## src/rtl/instr_fetch_pkg.sv

```systemverilog
// -----------------------------------------------------------------------------
// instr_fetch_pkg
// Shared definitions for the instruction fetch sequencer:
//   - fetch_state_e : fetch FSM state encoding
//   - DEF_AW/DEF_DW : default address / instruction word widths
//   - MAX_MEM_LAT   : largest supported instruction memory read latency
//   - LAT_W         : width of the read-latency down-counter
// -----------------------------------------------------------------------------
package instr_fetch_pkg;

  localparam int unsigned DEF_AW      = 5;
  localparam int unsigned DEF_DW      = 32;
  localparam int unsigned MAX_MEM_LAT = 4;
  localparam int unsigned LAT_W       = $clog2(MAX_MEM_LAT + 1);

  typedef enum logic [1:0] {
    ST_IDLE  = 2'd0,  // no fetch in progress
    ST_ISSUE = 2'd1,  // read strobe + PC increment, exactly one cycle
    ST_WAIT  = 2'd2,  // waiting for the memory read data
    ST_HOLD  = 2'd3   // ir valid, waiting for decode to accept
  } fetch_state_e;

endpackage : instr_fetch_pkg

```

## src/rtl/instr_fetch.sv

```systemverilog
// -----------------------------------------------------------------------------
// instr_fetch
// Fetch sequencer between the program counter and the instruction decoder.
// Each fetch samples the PC, issues one synchronous read to instruction memory,
// pulses the PC increment, captures the returned word into the instruction
// register and presents it to decode over a valid/ready handshake.
// A flush (branch redirect) discards any in-flight or held instruction.
//
// Parameters:
//   AW      - instruction address width (matches the PC width)
//   DW      - instruction word width
//   MEM_LAT - instruction memory read latency in cycles, legal range 1..4
//
// Ports:
//   pclk        in   system clock, rising edge
//   rst_n       in   asynchronous active-low reset
//   en          in   fetch enable; low means no new fetch is issued
//   adpc        in   current program counter value
//   inc_pc      out  PC increment request, one pulse per issued fetch
//   imem_en     out  instruction memory read strobe
//   imem_addr   out  instruction memory read address
//   imem_rdata  in   read data, valid MEM_LAT cycles after imem_en
//   flush       in   redirect: drop in-flight/held instruction
//   ir          out  instruction register
//   ir_pc       out  address the instruction in ir was fetched from
//   ir_valid    out  ir/ir_pc hold a valid instruction
//   ir_ready    in   decode accepts ir this cycle
// -----------------------------------------------------------------------------
module instr_fetch
  import instr_fetch_pkg::*;
#(
  parameter int unsigned AW      = DEF_AW,
  parameter int unsigned DW      = DEF_DW,
  parameter int unsigned MEM_LAT = 1
) (
  input  logic          pclk,
  input  logic          rst_n,
  input  logic          en,
  input  logic [AW-1:0] adpc,
  output logic          inc_pc,
  output logic          imem_en,
  output logic [AW-1:0] imem_addr,
  input  logic [DW-1:0] imem_rdata,
  input  logic          flush,
  output logic [DW-1:0] ir,
  output logic [AW-1:0] ir_pc,
  output logic          ir_valid,
  input  logic          ir_ready
);

  localparam logic [LAT_W-1:0] LAT_LOAD = LAT_W'(MEM_LAT);
  localparam logic [LAT_W-1:0] LAT_ONE  = LAT_W'(1);

  fetch_state_e     state_q;
  logic [LAT_W-1:0] lat_cnt_q;
  logic [AW-1:0]    addr_q;
  logic [DW-1:0]    ir_q;
  logic [AW-1:0]    ir_pc_q;
  logic             ir_valid_q;
  logic             issue_fire;

  // A flush in the ISSUE cycle cancels the read and the PC increment so the
  // PC load of the redirect is not disturbed.
  assign issue_fire = (state_q == ST_ISSUE) && !flush;

  assign inc_pc    = issue_fire;
  assign imem_en   = issue_fire;
  // The PC is presented straight through during ISSUE so the read starts in
  // the same cycle the PC is sampled; otherwise the last issued address holds.
  assign imem_addr = (state_q == ST_ISSUE) ? adpc : addr_q;

  assign ir       = ir_q;
  assign ir_pc    = ir_pc_q;
  assign ir_valid = ir_valid_q;

  // NOTE: all state below uses non-blocking assignments so every register
  // samples the pre-edge values of the others, independent of statement order.
  always_ff @(posedge pclk or negedge rst_n) begin
    if (!rst_n) begin
      state_q    <= ST_IDLE;
      lat_cnt_q  <= '0;
      addr_q     <= '0;
      // NOTE: the instruction register is a plain datapath register, so it is
      // reset like any other flop; being single-entry it carries no memory
      // reset cost and keeps ir deterministic straight out of reset.
      ir_q       <= '0;
      ir_pc_q    <= '0;
      ir_valid_q <= 1'b0;
    end else if (flush) begin
      // Redirect: drop whatever is in flight or held. ir/ir_pc keep their old
      // contents; they are meaningless once ir_valid is low.
      state_q    <= ST_IDLE;
      lat_cnt_q  <= '0;
      ir_valid_q <= 1'b0;
    end else begin
      unique case (state_q)
        ST_IDLE: begin
          ir_valid_q <= 1'b0;
          if (en) begin
            state_q <= ST_ISSUE;
          end
        end

        ST_ISSUE: begin
          addr_q    <= adpc;
          lat_cnt_q <= LAT_LOAD;
          state_q   <= ST_WAIT;
        end

        ST_WAIT: begin
          lat_cnt_q <= lat_cnt_q - LAT_ONE;
          // lat_cnt==1 marks cycle t+MEM_LAT, when the read data is valid.
          if (lat_cnt_q == LAT_ONE) begin
            ir_q       <= imem_rdata;
            ir_pc_q    <= addr_q;
            ir_valid_q <= 1'b1;
            state_q    <= ST_HOLD;
          end
        end

        ST_HOLD: begin
          // ir stays stable until decode takes it; en only gates the next
          // issue, never the hand-off of a fetch already in progress.
          if (ir_ready) begin
            ir_valid_q <= 1'b0;
            state_q    <= en ? ST_ISSUE : ST_IDLE;
          end
        end

        default: begin
          state_q    <= ST_IDLE;
          ir_valid_q <= 1'b0;
        end
      endcase
    end
  end

endmodule : instr_fetch
```

## config.mk

```make
export PLATFORM = sky130hd
export DESIGN_NAME = instr_fetch
export DESIGN_NICKNAME = d
export VERILOG_FILES = /design/src/rtl/instr_fetch_pkg.sv /design/src/rtl/instr_fetch.sv
export SDC_FILE = /design/constraint.sdc
export NUM_CORES = 1
export LEC_CHECK = 0
export ABC_AREA = 0
export CAP_MARGIN = 25
export CORE_UTILIZATION = 40
export DETAILED_ROUTE_END_ITERATION = 12
export GPL_TIMING_DRIVEN = 0
export PLACE_DENSITY = 0.74
export SYNTH_ARGS = -nofsm -noshare
export SYNTH_HDL_FRONTEND = slang
export SYNTH_SLANG_ARGS = --single-unit
```

## constraint.sdc

```tcl
create_clock -name pclk -period 4.8 [get_ports pclk]
set_input_delay 0.48 -clock pclk [delete_from_list [all_inputs] [get_ports pclk]]
set_output_delay 0.48 -clock pclk [all_outputs]
set_load 0.01 [all_outputs]
```

==> run summary <==
- **finished layout cell area** 0.00331 mm²
- **count of cells resized by post-cts repair** 0
- **Mapped Cells** 146
- **Clk Tree Root Cell** clkbuf_8
- **Multi-input gate area** 945 µm²
- **antenna violations before repair** 0
- **Worst IR Drop VDD** 0.000289 V
- **Horiz. Die Dim** 77.1 µm
- **leakage power figure** 1.45 nW
- **total area of sequential cells** 0.00120 mm²
- **Power Dens Cells** 564 mW/mm²
- **routed vias** 1,469
- **Max Cap Violations** 0
- **count of input and output buffers** 85
- **routability congestion estimate** 0.696
- **Total Power Consumption** 1.87 mW
- **Netlist cell types** 25
- **asr flop ratio synth** 100%
- **Worst Setup Start Kind** register
- **Crit Reg-Reg Startpoint** state_q[0]
- **net count after synthesis** 195
- **Pre-Repair DR Iteration Count** 2
- **number of buffers created by CTS** 5
- **data required time at the worst endpoint** 4.32 ns
- **DRC** 0
- **setup repair after global routing missed its margin** no
- **clock tree from TritonCTS** yes
- **share of post-route cells with drive strength above 1** 28.3%
- **commonest cells after routing, fill and taps aside** clkdlybuf4s50_1 (84), dfrtp_1 (48), mux2_4 (30)
- **Die ar.** 0.00595 mm²
- **total half-perimeter wirelength after legalization and detailed placement** 3470 µm
- **count of placed standard cells in the final layout, fillers left out** 310
- **starting density of the core** 42.8%
- **final setup vio count** 0
- **post-route fraction of the period consumed by the critical path** 56.8%
- **sequential element share of the synthesized area** 53.2%
- **layout net count** 288
- **Worst EP arrival** 2.25 ns
- **global route total overflow** 0
- **placed cell area** 0.00322 mm²
- **dominant synthesized flop cell** dfrtp_1
- **final hold violations** 0
- **category of the most critical setup path** reg -> out
- **Achievable Freq** 367 MHz
- **number of global-route vias before repair** 1,475
- **WL per Instance** 15.0 µm
- **largest net degree at the start of global routing** 27
- **total standard cell area after synthesis** 0.00226 mm²
- **violation count after the first detailed-routing iteration** 24
- **maximum buffer depth of the clock tree** 2
- **TritonCTS sink count** 48
- **number of placed instances, taps included** 302
- **Syn Area/Cell** 15.5 µm²
- **floorplan core area** 0.00527 mm²
- **hold-fix buffers at CTS** 0
- **DR vias/cell** 4.74
- **worst-skew pair later-pin latency** 0.29 ns
- **final core area utilization** 62.8%
- **GRT Util Overall** 16.5%
- **Setup Total Neg Slack** 0 ns
- **overall routed net length** 4650 µm
- **worst slew margin relative to its limit** 57.7%
- **status** finished, final reports clean
- **register bit total from synthesis** 48
- **relative area change from synthesis to final layout** 46.7%
- **min-delay worst type** in -> async
- **critical path endpoint category** primary output
- **I/O Pins** 87
- **minimum clock period after layout** 2.73 ns
- **Setup Skew** 0.00754 ns
- **leading cell type in the layout, fill and taps excluded** clkdlybuf4s50_1
- **wire length of the first global-routing pass** 7570 µm
- **pins over their slew limit** 0
- **H-tree depth** 2
- **Filler Cell Count** 441
- **Post-CTS Repair Setup Buffers** 0
- **FP Rows** 26
- **number of enable-type register cells in the synthesized netlist** 0
- **Vert. Die Dim** 77.1 µm
- **Final ANT Viol Nets** 0
- **crit path launch** state_q[1]
- **slew at the pin closest to its max-slew limit** 0.634 ns
- **Inserted Diodes** 0
- **Clock transition at path regs** 0.09 ns
- **worst-path maximum fanout** 9
- **number of warnings reported in the yosys synthesis log** 0
state kept, by name, indices dropped and copies added (netlist names):
signal     flops
lat_cnt_q      3
ir_valid       1
ir_pc          5
addr_q         5
state_q        2
ir            32
layout make-up:
cell class | count | area share (%)
buffer | 8 | 2.80
clock buffer | 7 | 2.61
clock inverter | 1 | 0.227
multi-input combinational | 85 | 28.5
inverter | 5 | 0.567
timing repair buffer | 86 | 26.4
sequential | 48 | 36.3
tap | 70 | 2.64
power by group:
group | switching, mW | leakage [nW] | internal (mW)
Clock | 0.128 | 0.0445 | 0.117
Sequential | 0.108 | 0.605 | 0.580
Combinational | 0.328 | 0.800 | 0.606
Total | 0.564 | 1.45 | 1.30
cells in the mapped netlist, types with 3 or more instances:
cell type / instances / area share [%]
inv_1: 5 / 0.83
nand2_1: 5 / 0.83
dfrtp_1: 48 / 53
buf_12: 3 / 2.7
ha_1: 7 / 3.9
nor2_1: 4 / 0.66
nand2b_1: 3 / 0.83
mux2_4: 30 / 20
mux2_2: 17 / 8.5
o31a_1: 3 / 1.2
buf_4: 3 / 1.0
logic make-up after synthesis:
group,Yosys count,share of synthesized area (%)
AO/OA/AOI/OAI,11,3.77
XOR/XNOR,1,0.388
adder cells (fa/ha/maj),7,3.88
buffers and inverters,13,4.93
flip-flops,48,53.2
multiplexers,47,28.4
AND/OR/NAND/NOR,19,5.38
stage by stage:
stage | worst slack, ns | hold WS [ns]
2_1_floorplan | 3.06 | 0.184
3_3_place_gp | 1.87 | 0.490
3_5_place_dp | 2.36 | 0.492
4_1_cts | 2.01 | 0.219
5_1_grt | 1.90 | 0.245
6_report | 2.07 | 0.204
routing by layer:
metal  track usage, %  share of wire (%)
met5                0                  0
met4             3.96               0.73
met3             4.88                6.3
met2             27.1                 47
met1             21.3                 46
worst max-delay path, stage by stage, from the launching register on:
cell and delay, ns:
dfrtp_1 0.45, inv_1 0.12, ha_1 0.14, buf_2 0.22, nor2b_1 0.15, buf_2 0.21, buf_4 0.13, clkdlybuf4s50_1 0.53
path summary, 6_finish.rpt:
path | to | slack [ns] | depth (start not counted)
worst min-delay path | ir[15] | 0.20 | 1
max in group asynchronous | ir[2] | 4.07 | 2
worst max-delay path | inc_pc | 2.07 | 7
worst min register to register | ir[5] | 0.51 | 1
worst max register to register | ir[19] | 2.96 | 7
min in group pclk | lat_cnt_q[1] | 0.45 | 2
No activity file was read; power rests on OpenSTA's default activity.
==> variant 1 (same settings) <==
Encoding of `fetch_state_e`: now Gray code (2 bits for 4 states).
--- a/src/rtl/instr_fetch_pkg.sv
+++ b/src/rtl/instr_fetch_pkg.sv
@@ -14,10 +14,10 @@
   localparam int unsigned LAT_W       = $clog2(MAX_MEM_LAT + 1);
 
   typedef enum logic [1:0] {
-    ST_IDLE  = 2'd0,  // no fetch in progress
-    ST_ISSUE = 2'd1,  // read strobe + PC increment, exactly one cycle
-    ST_WAIT  = 2'd2,  // waiting for the memory read data
-    ST_HOLD  = 2'd3   // ir valid, waiting for decode to accept
+    ST_IDLE  = 2'b00,  // no fetch in progress
+    ST_ISSUE = 2'b01,  // read strobe + PC increment, exactly one cycle
+    ST_WAIT  = 2'b11,  // waiting for the memory read data
+    ST_HOLD  = 2'b10   // ir valid, waiting for decode to accept
   } fetch_state_e;
 
 endpackage : instr_fetch_pkg
Function: same outputs for any inputs over 10 cycles, from zero or initial values and one cycle with rst_n low; not proved beyond that.
==> variant 1 against the unedited design <==
Die area fell by 4.5%; maximum frequency rose by 7.9%; synthesized cell count fell by 10%; setup slack improved by 0.20 ns; count of clock-buffer cells in the layout fell by 2; non-clock buffer count rose by 2; wire length fell by 7.6%; final area fell by 1.1%; first-iteration DRC count rose by 46%; synthesized area fell by 4.6%; sequential cell count did not move.
Power is not compared: it rests on default switching activity, and its combinational part moved more than twofold at a synthesized area within 25%.
==> variant 1: results (changes against the unedited design) <==
Global routing
  • Largest net degree at the start of global routing: 29 (+7.4%)
  • First-pass GRT wire length: 6380 um (-16%)
  • Tot GR Track Use: 15.7% (-0.86 points)
  • Number of global-route vias before repair: 1336 (-9.4%)
  • Met1 usage: 19.8% (-1.5 points)
  • Met2 Use GR: 24.5% (-2.6 points)

Layout
  • Filler Cell Count: 425 (-3.6%)
  • Layout cells sized above 1: 29.6% (+1.3 points)

Synth
  • Gate Count Post-Synth: 131 (-10%)
  • Compound-Gate Fraction of Synth Area: 1.86% (-1.9 points)
  • Seq/Total Area, Yosys: 55.8% (+2.6 points)
  • Most instantiated cells after synthesis: dfrtp_1, mux2_4, mux2_2
  • Post-synthesis mux area share: 30.7% (+2.2 points)
  • Synth Area in XOR/XNOR: 0% (-0.39 points)

Status
  • Status: finished clean

Floorplan
  • Die Width: 75.4 um (-2.3%)

Placed design
  • Dpl cell area: 0.00312 sq mm (-3.1%)
  • GPL Wtd Cong: 0.693 (-0.39%)

STA
  • Clk_skew: 0.00688 ns (-0.000668 ns)
  • WHS: 0.125 ns (-0.0791 ns)
  • Rel. slew slack: 68.0% (+10 points)

Worst setup path
  • Reg-to-reg endpoint: ir[29]
  • Reg2reg start: lat_cnt_q[1]
  • WP data arrival: 2.05 ns (-0.20 ns)

Detailed routing
  • DR vias: 1354 (-7.8%)
  • First-pass DRT Iterations: 4 (+2)
  • WL per Instance: 14.5 um (-3.2%)
  • 1st-iter DRT viols: 35 (+46%)
==> variant 1: changes by cell type in the layout (fill, tap and decap cells not counted), sizes merged, moves of 2 or more <==
cell    unedited run  this run
nand3b             0         2
nand4b             0         2
ha                 7         2
inv                5         2
o31a               3         0
bufinv             0         3
nand2              6         1
nand2b             3         1
==> variant 1: cell type report <==
cell class / count / area [sq um] / area share [%]
buffer: 9 / 106 / 3.25
clock buffer: 5 / 68.8 / 2.10
clock inverter: 3 / 90.1 / 2.75
inverter: 2 / 7.51 / 0.229
multi-input combinational: 72 / 838 / 25.6
sequential: 48 / 1200 / 36.7
tap: 70 / 87.6 / 2.67
timing repair buffer: 87 / 876 / 26.7
==> variant 1: metal layers <==
metal	share of wire, %	vias to the layer above
met3	5.8	7
met1	45	654
li1	-	644
met5	0	-
met2	48	49
met4	1.7	0
==> variant 2 (same flow settings) <==
Without the edit above. `DEF_DW`: 32 -> 48.
--- a/src/rtl/instr_fetch_pkg.sv
+++ b/src/rtl/instr_fetch_pkg.sv
@@ -9,7 +9,7 @@
 package instr_fetch_pkg;
 
   localparam int unsigned DEF_AW      = 5;
-  localparam int unsigned DEF_DW      = 32;
+  localparam int unsigned DEF_DW      = 48;
   localparam int unsigned MAX_MEM_LAT = 4;
   localparam int unsigned LAT_W       = $clog2(MAX_MEM_LAT + 1);
 
Ports: changed (resized imem_rdata and ir); port bits go from 87 to 119. No check against the original RTL was run, so the function may have changed too.
==> variant 2 against the unedited design <==
Maximum frequency about the same; setup slack lost 0.0010 ns; final area grew 35%; clock power up 110%; synthesized area is 31% higher; worst hold slack improved by 0.032 ns; wire length grew 28%; power is 42% higher; sequential cell count increased by 16; utilization increased by 1.4 points; critical path type unchanged; critical endpoint unchanged; largest cell class unchanged; largest power group unchanged.
==> variant 2: results (changes against the unedited design) <==
CTS
  • Clock transition at path regs: 0.07 ns (-0.02 ns)
  • Worst skew pair latency: 0.33 ns (+0.04 ns)
  • CTS Buf Count: 9 (+4)
  • H-tree depth: 3 (+1)

Status
  • Status: finished clean

Global routing
  • Number of global-route vias before repair: 1777 (+20%)
  • First-pass GRT wire length: 9260 um (+22%)

Detailed routing
  • 1st-iter DRT viols: 64 (+170%)
  • First-pass DRT Iterations: 4 (+2)

Placed design
  • HPWL Detailed: 4260 um (+23%)
  • Dpl cell area: 0.00424 sq mm (+32%)
  • GPL Wtd Cong: 0.694 (-0.27%)
  • Port bufs: 117 (+38%)

Synth
  • Compound-Gate Fraction of Synth Area: 2.88% (-0.89 points)
  • Top post-synthesis cells by area: dfrtp_1, mux2_4, buf_12
  • Post-synthesis mux area share: 30.4% (+1.9 points)
  • Post-synth net total: 245 (+26%)
  • Seq/Total Area, Yosys: 54.2% (+1.0 points)
  • Most instantiated cells after synthesis: dfrtp_1, mux2_4, mux2_2
  • Post-synthesis adder-cell area fraction: 2.97% (-0.91 points)
  • Distinct cell type count after synthesis: 26 (+4.0%)

Layout
  • Fin nets: 373 (+30%)
  • Largest register FFs: 48 (+50%)
  • Filler Cell Count: 508 (+15%)
  • Layout cells sized above 1: 27.9% (-0.45 points)

Power
  • Lkg Pwr: 0.00196 uW (+35%)

STA
  • WHS: 0.237 ns (+0.0323 ns)
  • Rel. slew slack: 45.6% (-12 points)
==> variant 2: how the worst max path moves through the flow <==
| stage | from | end | slack, ns | depth (start not counted) |
|---|---|---|---|---|
| after detailed placement | state_q[1] | inc_pc | 2.42 | 7 |
| after global placement | rst_n | ir[33] | 1.10 | 1 |
| after CTS | state_q[1] | inc_pc | 2.05 | 7 |
| after floorplan | state_q[1] | inc_pc | 3.05 | 6 |
| after global routing | state_q[1] | inc_pc | 1.89 | 7 |
| final | state_q[1] | inc_pc | 2.07 | 7 |
==> variant 2: metrics by stage <==
step	setup WS (ns)	utilization [%]	cells
after CTS	2.05	64.3	408
after floorplan	3.05	-	180
after global placement	1.10	61.1	393
after global routing	1.89	64.3	408
after detailed placement	2.42	61.1	393
final	2.07	64.3	408
==> variant 2: per-layer routing <==
metal / track usage (%) / vias up / part of all wire, %
met3: 6.69 / 9 / 8.6
met4: 5.96 / 0 / 1.3
met2: 24.3 / 84 / 45
li1: - / 884 / -
met1: 21.4 / 933 / 45
met5: 0 / - / 0
==> variant 2: layout make-up <==
class / instances / area [sq um] / share of cell area (%)
Sequential cell: 64 / 1600 / 35.9
Multi-Input combinational cell: 101 / 1200 / 26.9
Timing Repair Buffer: 117 / 1170 / 26.2
Clock buffer: 12 / 155 / 3.48
Buffer: 10 / 133 / 2.97
Tap cell: 96 / 120 / 2.69
Clock inverter: 3 / 65.1 / 1.46
Inverter: 5 / 18.8 / 0.421
==> variant 2: report_power, final <==
part,internal [uW],switching (uW)
combinational,809,406
sequential,779,138
clock,317,192
total,1900,737
==> variant 2: cells by family after synthesis <==
group | after synthesis
AO/OA/AOI/OAI | 11
XOR/XNOR | 1
adder cells (fa/ha/maj) | 7
buffers and inverters | 15
multiplexers | 63
AND/OR/NAND/NOR | 19
flip-flops | 64
